**src/rtl/accel_mem_arbiter_pkg.sv**
```systemverilog
// Shared types for the banked memory arbiter: arbitration policy, requester identity
// and the bank-select width helper.
package accel_mem_arbiter_pkg;

    typedef enum logic [1:0] {
        BUS_PRIO    = 2'd0,
        ACC_PRIO    = 2'd1,
        ROUND_ROBIN = 2'd2
    } arb_mode_t;

    typedef enum logic {
        REQ_BUS = 1'b0,
        REQ_ACC = 1'b1
    } requester_t;

    function automatic int bank_bits(input int num_banks);
        return (num_banks > 1) ? $clog2(num_banks) : 0;
    endfunction

endpackage

```
**src/rtl/accel_mem_arbiter_if.sv**
```systemverilog
// Requester port of the arbiter: request fields, same-cycle grant and the
// one-cycle-later response.
interface accel_mem_arbiter_if #(
    parameter int ADDR_WIDTH = 12,
    parameter int DATA_WIDTH = 32
);
    logic                    req;
    logic                    gnt;
    logic [ADDR_WIDTH-1:0]   addr;
    logic                    we;
    logic [DATA_WIDTH/8-1:0] be;
    logic [DATA_WIDTH-1:0]   wdata;
    logic                    rvalid;
    logic [DATA_WIDTH-1:0]   rdata;
    logic                    err;

    modport master (
        output req, addr, we, be, wdata,
        input  gnt, rvalid, rdata, err
    );

    modport slave (
        input  req, addr, we, be, wdata,
        output gnt, rvalid, rdata, err
    );
endinterface

```
**src/rtl/accel_mem_arbiter_bank_arb.sv**
```systemverilog
// Per-bank conflict resolver. Holds the round-robin history (last conflict winner)
// for its bank.
module accel_bank_arb
    import accel_mem_arbiter_pkg::*;
(
    input  logic      clk,
    input  logic      rst,
    input  logic      i_bus_hit,
    input  logic      i_acc_hit,
    input  arb_mode_t i_mode,
    input  logic      i_wait_exp,
    output logic      o_bus_win,
    output logic      o_acc_win
);
    requester_t r_rr_last;
    logic       w_conflict;
    logic       w_bus_first;

    always_comb begin
        w_conflict  = i_bus_hit && i_acc_hit;
        w_bus_first = 1'b0;
        case (i_mode)
            BUS_PRIO:    w_bus_first = 1'b1;
            ROUND_ROBIN: w_bus_first = (r_rr_last == REQ_ACC);
            default:     w_bus_first = i_wait_exp;
        endcase
        o_bus_win = i_bus_hit && (!w_conflict || w_bus_first);
        o_acc_win = i_acc_hit && (!w_conflict || !w_bus_first);
    end

    // History tracks every conflict so the first RR conflict after reset goes to the bus.
    always_ff @(posedge clk) begin
        if (rst) begin
            r_rr_last <= REQ_ACC;
        end else if (w_conflict) begin
            r_rr_last <= w_bus_first ? REQ_BUS : REQ_ACC;
        end
    end
endmodule

```
**src/rtl/accel_mem_arbiter.sv**
```systemverilog
// Word-interleaved multi-bank front end shared by the peripheral bus and the accelerator,
// with selectable conflict policy, bus starvation guard, lock mode and conflict statistics.
module accel_mem_arbiter
    import accel_mem_arbiter_pkg::*;
#(
    parameter int ADDR_WIDTH = 12,
    parameter int DATA_WIDTH = 32,
    parameter int NUM_BANKS  = 4,
    parameter int MAX_WAIT   = 4,
    localparam int BANK_BITS = bank_bits(NUM_BANKS),
    localparam int BANK_AW   = ADDR_WIDTH - BANK_BITS,
    localparam int BE_W      = DATA_WIDTH / 8
) (
    input  logic                          clk,
    input  logic                          rst,
    input  arb_mode_t                     i_mode,
    input  logic                          i_lock,
    input  logic                          i_conf_clr,
    accel_mem_arbiter_if.slave            bus,
    accel_mem_arbiter_if.slave            acc,
    output logic [NUM_BANKS-1:0]          o_ram_en,
    output logic [NUM_BANKS-1:0]          o_ram_we,
    output logic [NUM_BANKS*BANK_AW-1:0]  o_ram_addr,
    output logic [NUM_BANKS*BE_W-1:0]     o_ram_be,
    output logic [NUM_BANKS*DATA_WIDTH-1:0] o_ram_wdata,
    input  logic [NUM_BANKS*DATA_WIDTH-1:0] i_ram_rdata,
    output logic [15:0]                   o_conflict_cnt
);
    localparam int BSEL_W = (BANK_BITS > 0) ? BANK_BITS : 1;
    localparam int WAIT_W = (MAX_WAIT > 0) ? $clog2(MAX_WAIT + 1) : 1;

    logic [BSEL_W-1:0]   w_bus_bank, w_acc_bank;
    logic [BANK_AW-1:0]  w_bus_row, w_acc_row;
    logic [NUM_BANKS-1:0] w_bus_hit, w_acc_hit, w_bus_win, w_acc_win;
    logic                w_wait_exp;
    logic                w_conflict;
    logic [DATA_WIDTH-1:0] w_ram_rdata [NUM_BANKS];

    logic [WAIT_W-1:0]   r_wait_cnt;
    logic [15:0]         r_conflict_cnt;
    logic                r_bus_rvalid, r_bus_err, r_bus_rd;
    logic                r_acc_rvalid, r_acc_rd;
    logic [BSEL_W-1:0]   r_bus_bank, r_acc_bank;

    generate
        if (BANK_BITS > 0) begin : g_bank_sel
            assign w_bus_bank = bus.addr[BANK_BITS-1:0];
            assign w_acc_bank = acc.addr[BANK_BITS-1:0];
        end else begin : g_single_bank
            assign w_bus_bank = '0;
            assign w_acc_bank = '0;
        end
    endgenerate

    assign w_bus_row  = bus.addr[ADDR_WIDTH-1:BANK_BITS];
    assign w_acc_row  = acc.addr[ADDR_WIDTH-1:BANK_BITS];
    assign w_wait_exp = (MAX_WAIT != 0) && (r_wait_cnt == WAIT_W'(MAX_WAIT));
    assign w_conflict = !rst && bus.req && acc.req && !i_lock && (w_bus_bank == w_acc_bank);

    // A locked bus never reaches a bank, so it cannot collide with the accelerator.
    always_comb begin
        w_bus_hit = '0;
        w_acc_hit = '0;
        for (int b = 0; b < NUM_BANKS; b++) begin
            w_bus_hit[b] = !rst && bus.req && !i_lock && (w_bus_bank == BSEL_W'(b));
            w_acc_hit[b] = !rst && acc.req && (w_acc_bank == BSEL_W'(b));
        end
    end

    generate
        for (genvar b = 0; b < NUM_BANKS; b++) begin : g_bank
            accel_bank_arb u_arb (
                .clk        (clk),
                .rst        (rst),
                .i_bus_hit  (w_bus_hit[b]),
                .i_acc_hit  (w_acc_hit[b]),
                .i_mode     (i_mode),
                .i_wait_exp (w_wait_exp),
                .o_bus_win  (w_bus_win[b]),
                .o_acc_win  (w_acc_win[b])
            );
            assign w_ram_rdata[b] = i_ram_rdata[b*DATA_WIDTH +: DATA_WIDTH];
        end
    endgenerate

    assign bus.gnt = !rst && bus.req && (i_lock || (|w_bus_win));
    assign acc.gnt = |w_acc_win;

    always_comb begin
        o_ram_en    = '0;
        o_ram_we    = '0;
        o_ram_addr  = '0;
        o_ram_be    = '0;
        o_ram_wdata = '0;
        for (int b = 0; b < NUM_BANKS; b++) begin
            if (w_bus_win[b]) begin
                o_ram_en[b]                            = 1'b1;
                o_ram_we[b]                            = bus.we;
                o_ram_addr[b*BANK_AW +: BANK_AW]       = w_bus_row;
                o_ram_be[b*BE_W +: BE_W]               = bus.be;
                o_ram_wdata[b*DATA_WIDTH +: DATA_WIDTH] = bus.wdata;
            end else if (w_acc_win[b]) begin
                o_ram_en[b]                            = 1'b1;
                o_ram_we[b]                            = acc.we;
                o_ram_addr[b*BANK_AW +: BANK_AW]       = w_acc_row;
                o_ram_be[b*BE_W +: BE_W]               = acc.be;
                o_ram_wdata[b*DATA_WIDTH +: DATA_WIDTH] = acc.wdata;
            end
        end
    end

    always_ff @(posedge clk) begin
        if (rst || i_lock || !bus.req || bus.gnt) begin
            r_wait_cnt <= '0;
        end else if (r_wait_cnt != WAIT_W'(MAX_WAIT)) begin
            r_wait_cnt <= r_wait_cnt + 1'b1;
        end
    end

    always_ff @(posedge clk) begin
        if (rst || i_conf_clr) begin
            r_conflict_cnt <= '0;
        end else if (w_conflict && (r_conflict_cnt != 16'hFFFF)) begin
            r_conflict_cnt <= r_conflict_cnt + 16'd1;
        end
    end

    always_ff @(posedge clk) begin
        if (rst) begin
            r_bus_rvalid <= 1'b0;
            r_bus_err    <= 1'b0;
            r_bus_rd     <= 1'b0;
            r_bus_bank   <= '0;
            r_acc_rvalid <= 1'b0;
            r_acc_rd     <= 1'b0;
            r_acc_bank   <= '0;
        end else begin
            r_bus_rvalid <= bus.gnt;
            r_bus_err    <= bus.gnt && i_lock;
            r_bus_rd     <= bus.gnt && !i_lock && !bus.we;
            r_bus_bank   <= w_bus_bank;
            r_acc_rvalid <= acc.gnt;
            r_acc_rd     <= acc.gnt && !acc.we;
            r_acc_bank   <= w_acc_bank;
        end
    end

    // Responses are masked while rst is high so a grant just before reset never shows up.
    assign bus.rvalid = r_bus_rvalid && !rst;
    assign bus.err    = r_bus_err && !rst;
    assign bus.rdata  = (r_bus_rd && !rst) ? w_ram_rdata[r_bus_bank] : '0;
    assign acc.rvalid = r_acc_rvalid && !rst;
    assign acc.err    = 1'b0;
    assign acc.rdata  = (r_acc_rd && !rst) ? w_ram_rdata[r_acc_bank] : '0;

    assign o_conflict_cnt = r_conflict_cnt;
endmodule
```
**src/flat_wrapper.sv**
```systemverilog
// flat-port wrapper written by rule: the top's interface ports become plain ports
module accel_mem_arbiter_flat import accel_mem_arbiter_pkg::*;
#(
    parameter int ADDR_WIDTH = 12,
    parameter int DATA_WIDTH = 32,
    parameter int NUM_BANKS  = 4,
    parameter int MAX_WAIT   = 4,
    localparam int BANK_BITS = bank_bits(NUM_BANKS),
    localparam int BANK_AW   = ADDR_WIDTH - BANK_BITS,
    localparam int BE_W      = DATA_WIDTH / 8
)
  (clk, rst, i_mode, i_lock, i_conf_clr, o_ram_en, o_ram_we, o_ram_addr, o_ram_be, o_ram_wdata, i_ram_rdata, o_conflict_cnt, bus_req, bus_addr, bus_we, bus_be, bus_wdata, bus_gnt, bus_rvalid, bus_rdata, bus_err, acc_req, acc_addr, acc_we, acc_be, acc_wdata, acc_gnt, acc_rvalid, acc_rdata, acc_err);
  accel_mem_arbiter_if #(.ADDR_WIDTH(ADDR_WIDTH), .DATA_WIDTH(DATA_WIDTH)) bus_i ();
  accel_mem_arbiter_if #(.ADDR_WIDTH(ADDR_WIDTH), .DATA_WIDTH(DATA_WIDTH)) acc_i ();
  input  logic clk;
  input  logic rst;
  input  arb_mode_t i_mode;
  input  logic i_lock;
  input  logic i_conf_clr;
  output logic [NUM_BANKS-1:0] o_ram_en;
  output logic [NUM_BANKS-1:0] o_ram_we;
  output logic [NUM_BANKS*BANK_AW-1:0] o_ram_addr;
  output logic [NUM_BANKS*BE_W-1:0] o_ram_be;
  output logic [NUM_BANKS*DATA_WIDTH-1:0] o_ram_wdata;
  input  logic [NUM_BANKS*DATA_WIDTH-1:0] i_ram_rdata;
  output logic [15:0] o_conflict_cnt;
  input wire logic [$bits(bus_i.req)-1:0] bus_req;
  input wire logic [$bits(bus_i.addr)-1:0] bus_addr;
  input wire logic [$bits(bus_i.we)-1:0] bus_we;
  input wire logic [$bits(bus_i.be)-1:0] bus_be;
  input wire logic [$bits(bus_i.wdata)-1:0] bus_wdata;
  output wire logic [$bits(bus_i.gnt)-1:0] bus_gnt;
  output wire logic [$bits(bus_i.rvalid)-1:0] bus_rvalid;
  output wire logic [$bits(bus_i.rdata)-1:0] bus_rdata;
  output wire logic [$bits(bus_i.err)-1:0] bus_err;
  input wire logic [$bits(acc_i.req)-1:0] acc_req;
  input wire logic [$bits(acc_i.addr)-1:0] acc_addr;
  input wire logic [$bits(acc_i.we)-1:0] acc_we;
  input wire logic [$bits(acc_i.be)-1:0] acc_be;
  input wire logic [$bits(acc_i.wdata)-1:0] acc_wdata;
  output wire logic [$bits(acc_i.gnt)-1:0] acc_gnt;
  output wire logic [$bits(acc_i.rvalid)-1:0] acc_rvalid;
  output wire logic [$bits(acc_i.rdata)-1:0] acc_rdata;
  output wire logic [$bits(acc_i.err)-1:0] acc_err;
  assign bus_i.req = bus_req;
  assign bus_i.addr = bus_addr;
  assign bus_i.we = bus_we;
  assign bus_i.be = bus_be;
  assign bus_i.wdata = bus_wdata;
  assign bus_gnt = bus_i.gnt;
  assign bus_rvalid = bus_i.rvalid;
  assign bus_rdata = bus_i.rdata;
  assign bus_err = bus_i.err;
  assign acc_i.req = acc_req;
  assign acc_i.addr = acc_addr;
  assign acc_i.we = acc_we;
  assign acc_i.be = acc_be;
  assign acc_i.wdata = acc_wdata;
  assign acc_gnt = acc_i.gnt;
  assign acc_rvalid = acc_i.rvalid;
  assign acc_rdata = acc_i.rdata;
  assign acc_err = acc_i.err;
  accel_mem_arbiter #(.ADDR_WIDTH(ADDR_WIDTH), .DATA_WIDTH(DATA_WIDTH), .NUM_BANKS(NUM_BANKS), .MAX_WAIT(MAX_WAIT)) u_core (.clk(clk), .rst(rst), .i_mode(i_mode), .i_lock(i_lock), .i_conf_clr(i_conf_clr), .bus(bus_i), .acc(acc_i), .o_ram_en(o_ram_en), .o_ram_we(o_ram_we), .o_ram_addr(o_ram_addr), .o_ram_be(o_ram_be), .o_ram_wdata(o_ram_wdata), .i_ram_rdata(i_ram_rdata), .o_conflict_cnt(o_conflict_cnt));
endmodule
```
**config.mk**
```make
export PLATFORM = sky130hd
export DESIGN_NAME = accel_mem_arbiter_flat
export DESIGN_NICKNAME = d
export VERILOG_FILES = /design/src/rtl/accel_mem_arbiter_pkg.sv /design/src/rtl/accel_mem_arbiter_if.sv /design/src/rtl/accel_mem_arbiter_bank_arb.sv /design/src/rtl/accel_mem_arbiter.sv /design/src/flat_wrapper.sv
export SDC_FILE = /design/constraint.sdc
export NUM_CORES = 1
export LEC_CHECK = 0
export BUFFER_PORTS_ARGS = -buffer_cell sky130_fd_sc_hd__buf_2
export CAP_MARGIN = 20
export CORE_AREA = 4 4 197 199
export CTS_CLUSTER_DIAMETER = 150
export DETAILED_ROUTE_END_ITERATION = 7
export DIE_AREA = 0 0 201 203
export PLACE_DENSITY = 0.47
export SETUP_SLACK_MARGIN = 0.2
export SYNTH_ARGS = -nofsm -noshare
export SYNTH_HDL_FRONTEND = slang
export SYNTH_SLANG_ARGS = --single-unit
```
**constraint.sdc**
```tcl
create_clock -name clk -period 5.5 [get_ports clk]
set_input_delay 0.825 -clock clk [delete_from_list [all_inputs] [get_ports clk]]
set_output_delay 0.825 -clock clk [all_outputs]
set_load 0.02 [all_outputs]
```
==> results.yml <==
sta:
  setup_viol: 0
  final.period_utilization_pct: 75.8
  final.min_clock_period_ns: 4.17
  finClkSkew_ns: 0.00443
  rsz0062_at_grt: "no"
  fmaxAchievable_ghz: 0.240
  timing.slew.headroom_pct: 33.7
  fin_tns_setup_ns: 0
  final_hold_viol_count: 0
  worst_slew_pin_slew_ns: 0.992
  worst_hold_slack_ns: 0.473
  timing_max_transition_violations_final: 0
detailed_routing:
  route.detailed.wl_per_inst_um: 22.0
  routed_via_density: 5.08
  ant_nets: 0
  drtPass1Iterations: 5
  detailroute.via_count: 7771
  route.detailed.drc: 0
  overall_routed_net_length_um: 33700
  first_iter_violations: 466
power_and_ir_drop:
  power_frac_seq_pct: 24.1
  power.static_leakage_nw: 4.63
  power.density_cell_area_mw_per_mm2: 113
  internal_power_w: 0.000624
  power_switching_w: 0.000372
  power.share.switching_pct: 37.3
  combPwrFrac_pct: 47.5
  peakVddDrop_uv: 121
  power.share.clock_pct: 28.4
logic_synthesis:
  yosys.cell_types.count: 51
  seq_area_frac_synth_pct: 11.4
  cell_accounting_for_the_most_synthesized_area: "a22o_1"
  ys_ff_latch: 32
  post_synth_main_area_contributors: "a22o_1 29%, mux4_2 26%, dfxtp_1 11%"
  synthesis.nets: 831
  avgSynthCellArea_um2: 9.49
  synth_top_flop_cell: "dfxtp_1"
  synth.yosys.warnings: 0
  synth-edff-count: 0
  mappedNetlistArea_mm2: 0.00564
  synth_top_area_share_pct: 29.2
  postSynthCellCount: 594
  synthArstFlopShare_pct: 0
worst_setup_path:
  r2r_setup_slack_ns: 3.17
  crit_path_frequent_cell: "buf_2"
  cpMaxStageDelayCell: "a21oi_4"
  buffers_plus_inverters_on_the_worst_setup_path: 3
  crit_path_cell_chain: "buf_2 > nor4b_4 > nand2_1 > a21oi_4 > buf_4 > a22o_1 > buf_2"
  timing.critical_path.required_ns: 4.68
  timing_worst_setup_path_type: "input pin to output port"
  worst-path-max-fanout: 29
  critical_path.max_stage_delay_ns: 0.76
  setup.worst_path.end_class: "output port"
  cp.arrival_ns: 3.35
  path_delay_family: "compound AO/OA/AOI/OAI gates"
  worst_setup_path_start_kind: "input pin"
placed_design:
  routabilityCongestion: 0.867
  io_buffer_count: 510
  place_hpwl_um: 27100
clock_network:
  hold_fix_buffers_cts: 0
  cts_post_setup_buffers_inserted: 0
  clock_path_buffers: 2
  root_buffer: "clkbuf_16"
  post_cts_resize_count: 0
  tritoncts: "built"
  cts-buffers-inserted: 5
  cts_sinks: 32
  clkLatencyLatePin_ns: 0.28
  clkSlewWorstSetupHoldPaths_ns: 0.05
  cts.htree.levels: 2
final_layout:
  post_route_cells_drive_above_1_share_pct: 59.1
  area_grow_syn2layout_pct: 56.1
  final_nets: 1289
  mostFrequentLayoutCells: "510 x buf_2, 188 x a22o_1, 67 x and3_1, 64 x mux4_2, 30 x dfxtp_1"
  final_core_util_pct: 23.6
  layout_commonest_cell: "buf_2"
floorplan:
  io-pin-count: 512
  core_region_area_mm2: 0.0372
  placement_rows: 71
  floorplan.initialDensity_pct: 15.1
  die_y_um: 203
  die_area_mm2: 0.0408
  die_x_um: 201
global_route:
  grt_antenna_before_repair: 10
  maximum_number_of_pins_on_one_net_before_global_route_repair: 65
  first_pass_grt_wire_length_um: 48600
  grt.overflow.total: 0
  first_global_vias: 7694
  global_route.usage.total_pct: 14.9
outcome:
  run_status: "finished, final reports clean"
flow_run:
  max_cap_viols: 0
worst_hold_path:
  min-delay-path-class: "register to register"
==> state kept, by name, indices dropped and copies added, names as in the netlist <==
name,cells
u_core.r_acc_rd,1
u_core.r_wait_cnt,3
u_core.r_bus_rd,1
u_core.o_conflict_cnt,16
u_core.g_bank.u_arb.r_rr_last,4
u_core.r_acc_bank,2
u_core.r_bus_bank,2
u_core.r_bus_err,1
u_core.r_acc_rvalid,1
u_core.r_bus_rvalid,1
==> cell usage after synthesis, drive strengths merged (4+ instances only) <==
cell type	count
mux2i	8
nor2b	7
a22o	188
clkbuf	30
nor2	4
a21oi	13
or4	9
nand3	13
mux4	64
inv	7
and4	5
o31ai	6
buf	45
or3	6
nand2	23
o21ai	9
dfxtp	32
nor4	9
nand4	6
and3	67
o21a	5
==> path summary, 6_finish.rpt <==
kind,start,endpoint,cells past startpoint
setup / recovery,rst,o_ram_wdata[30],7
hold / removal,u_core.g_bank[0].u_arb.r_rr_last,u_core.g_bank[0].u_arb.r_rr_last,2
setup reg to reg,u_core.r_wait_cnt[0],u_core.r_bus_rd,7
hold reg to reg,u_core.g_bank[0].u_arb.r_rr_last,u_core.g_bank[0].u_arb.r_rr_last,2
==> power by group through the flow <==
stage | combinational [W] | clock (W) | sequential, W
after CTS | 0.000470 | 0.000291 | 0.000244
after floorplan | 0.000248 | 0 | 0.000242
final | 0.000474 | 0.000283 | 0.000240
after detailed placement | 0.000469 | 0 | 0.000249
after global routing | 0.000507 | 0.000301 | 0.000241
after global placement | 0.000462 | 0 | 0.000250
==> per-layer routing <==
metal / vias up / part of all wire [%] / global-route usage (%)
met2: 444 / 49 / 26.2
met1: 3810 / 39 / 17.9
met3: 65 / 8.6 / 3.71
li1: 3444 / - / -
met4: 8 / 3.3 / 5.01
met5: - / 0.14 / 0
==> worst reg2reg max path, stage by stage, from the launching register on <==
cell and delay (ns):
dfxtp_1 0.31, inv_1 0.08, ha_1 0.20, a21bo_2 0.17
o21ai_0 0.20, a21oi_4 0.83, buf_4 0.29, o311a_1 0.18
==> kinds of logic after synthesis <==
group                    share of synthesized area [%]
AO/OA/AOI/OAI                                     34.7
buffers and inverters                             6.62
flip-flops                                        11.4
XOR/XNOR                                         0.466
AND/OR/NAND/NOR                                   18.9
adder cells (fa/ha/maj)                          0.666
multiplexers                                      27.2
other                                           0.0665
==> through the flow <==
stage	worst slack (ns)	total power [W]	cells	cell area, um2
floorplan	2.56	0.000490	594	5640
global placement	1.46	0.000711	1517	8580
detailed placement	1.30	0.000718	1518	8610
CTS	1.38	0.00101	1526	8760
global route	1.20	0.00105	1530	8800
finish	1.33	0.000997	1531	8800
==> cell type report <==
| class | count | area [um2] |
|---|---|---|
| diodes | 4 | 10.0 |
| clock buffers | 6 | 139 |
| clock inverters | 2 | 10.0 |
| fillers | 4075 | 28400 |
| inverters | 7 | 26.3 |
| multi-input cells | 480 | 4660 |
| flip-flops and latches | 32 | 643 |
| well taps | 474 | 593 |
| repair buffers | 526 | 2710 |
Note: power is estimated with default switching activity, not from simulation.
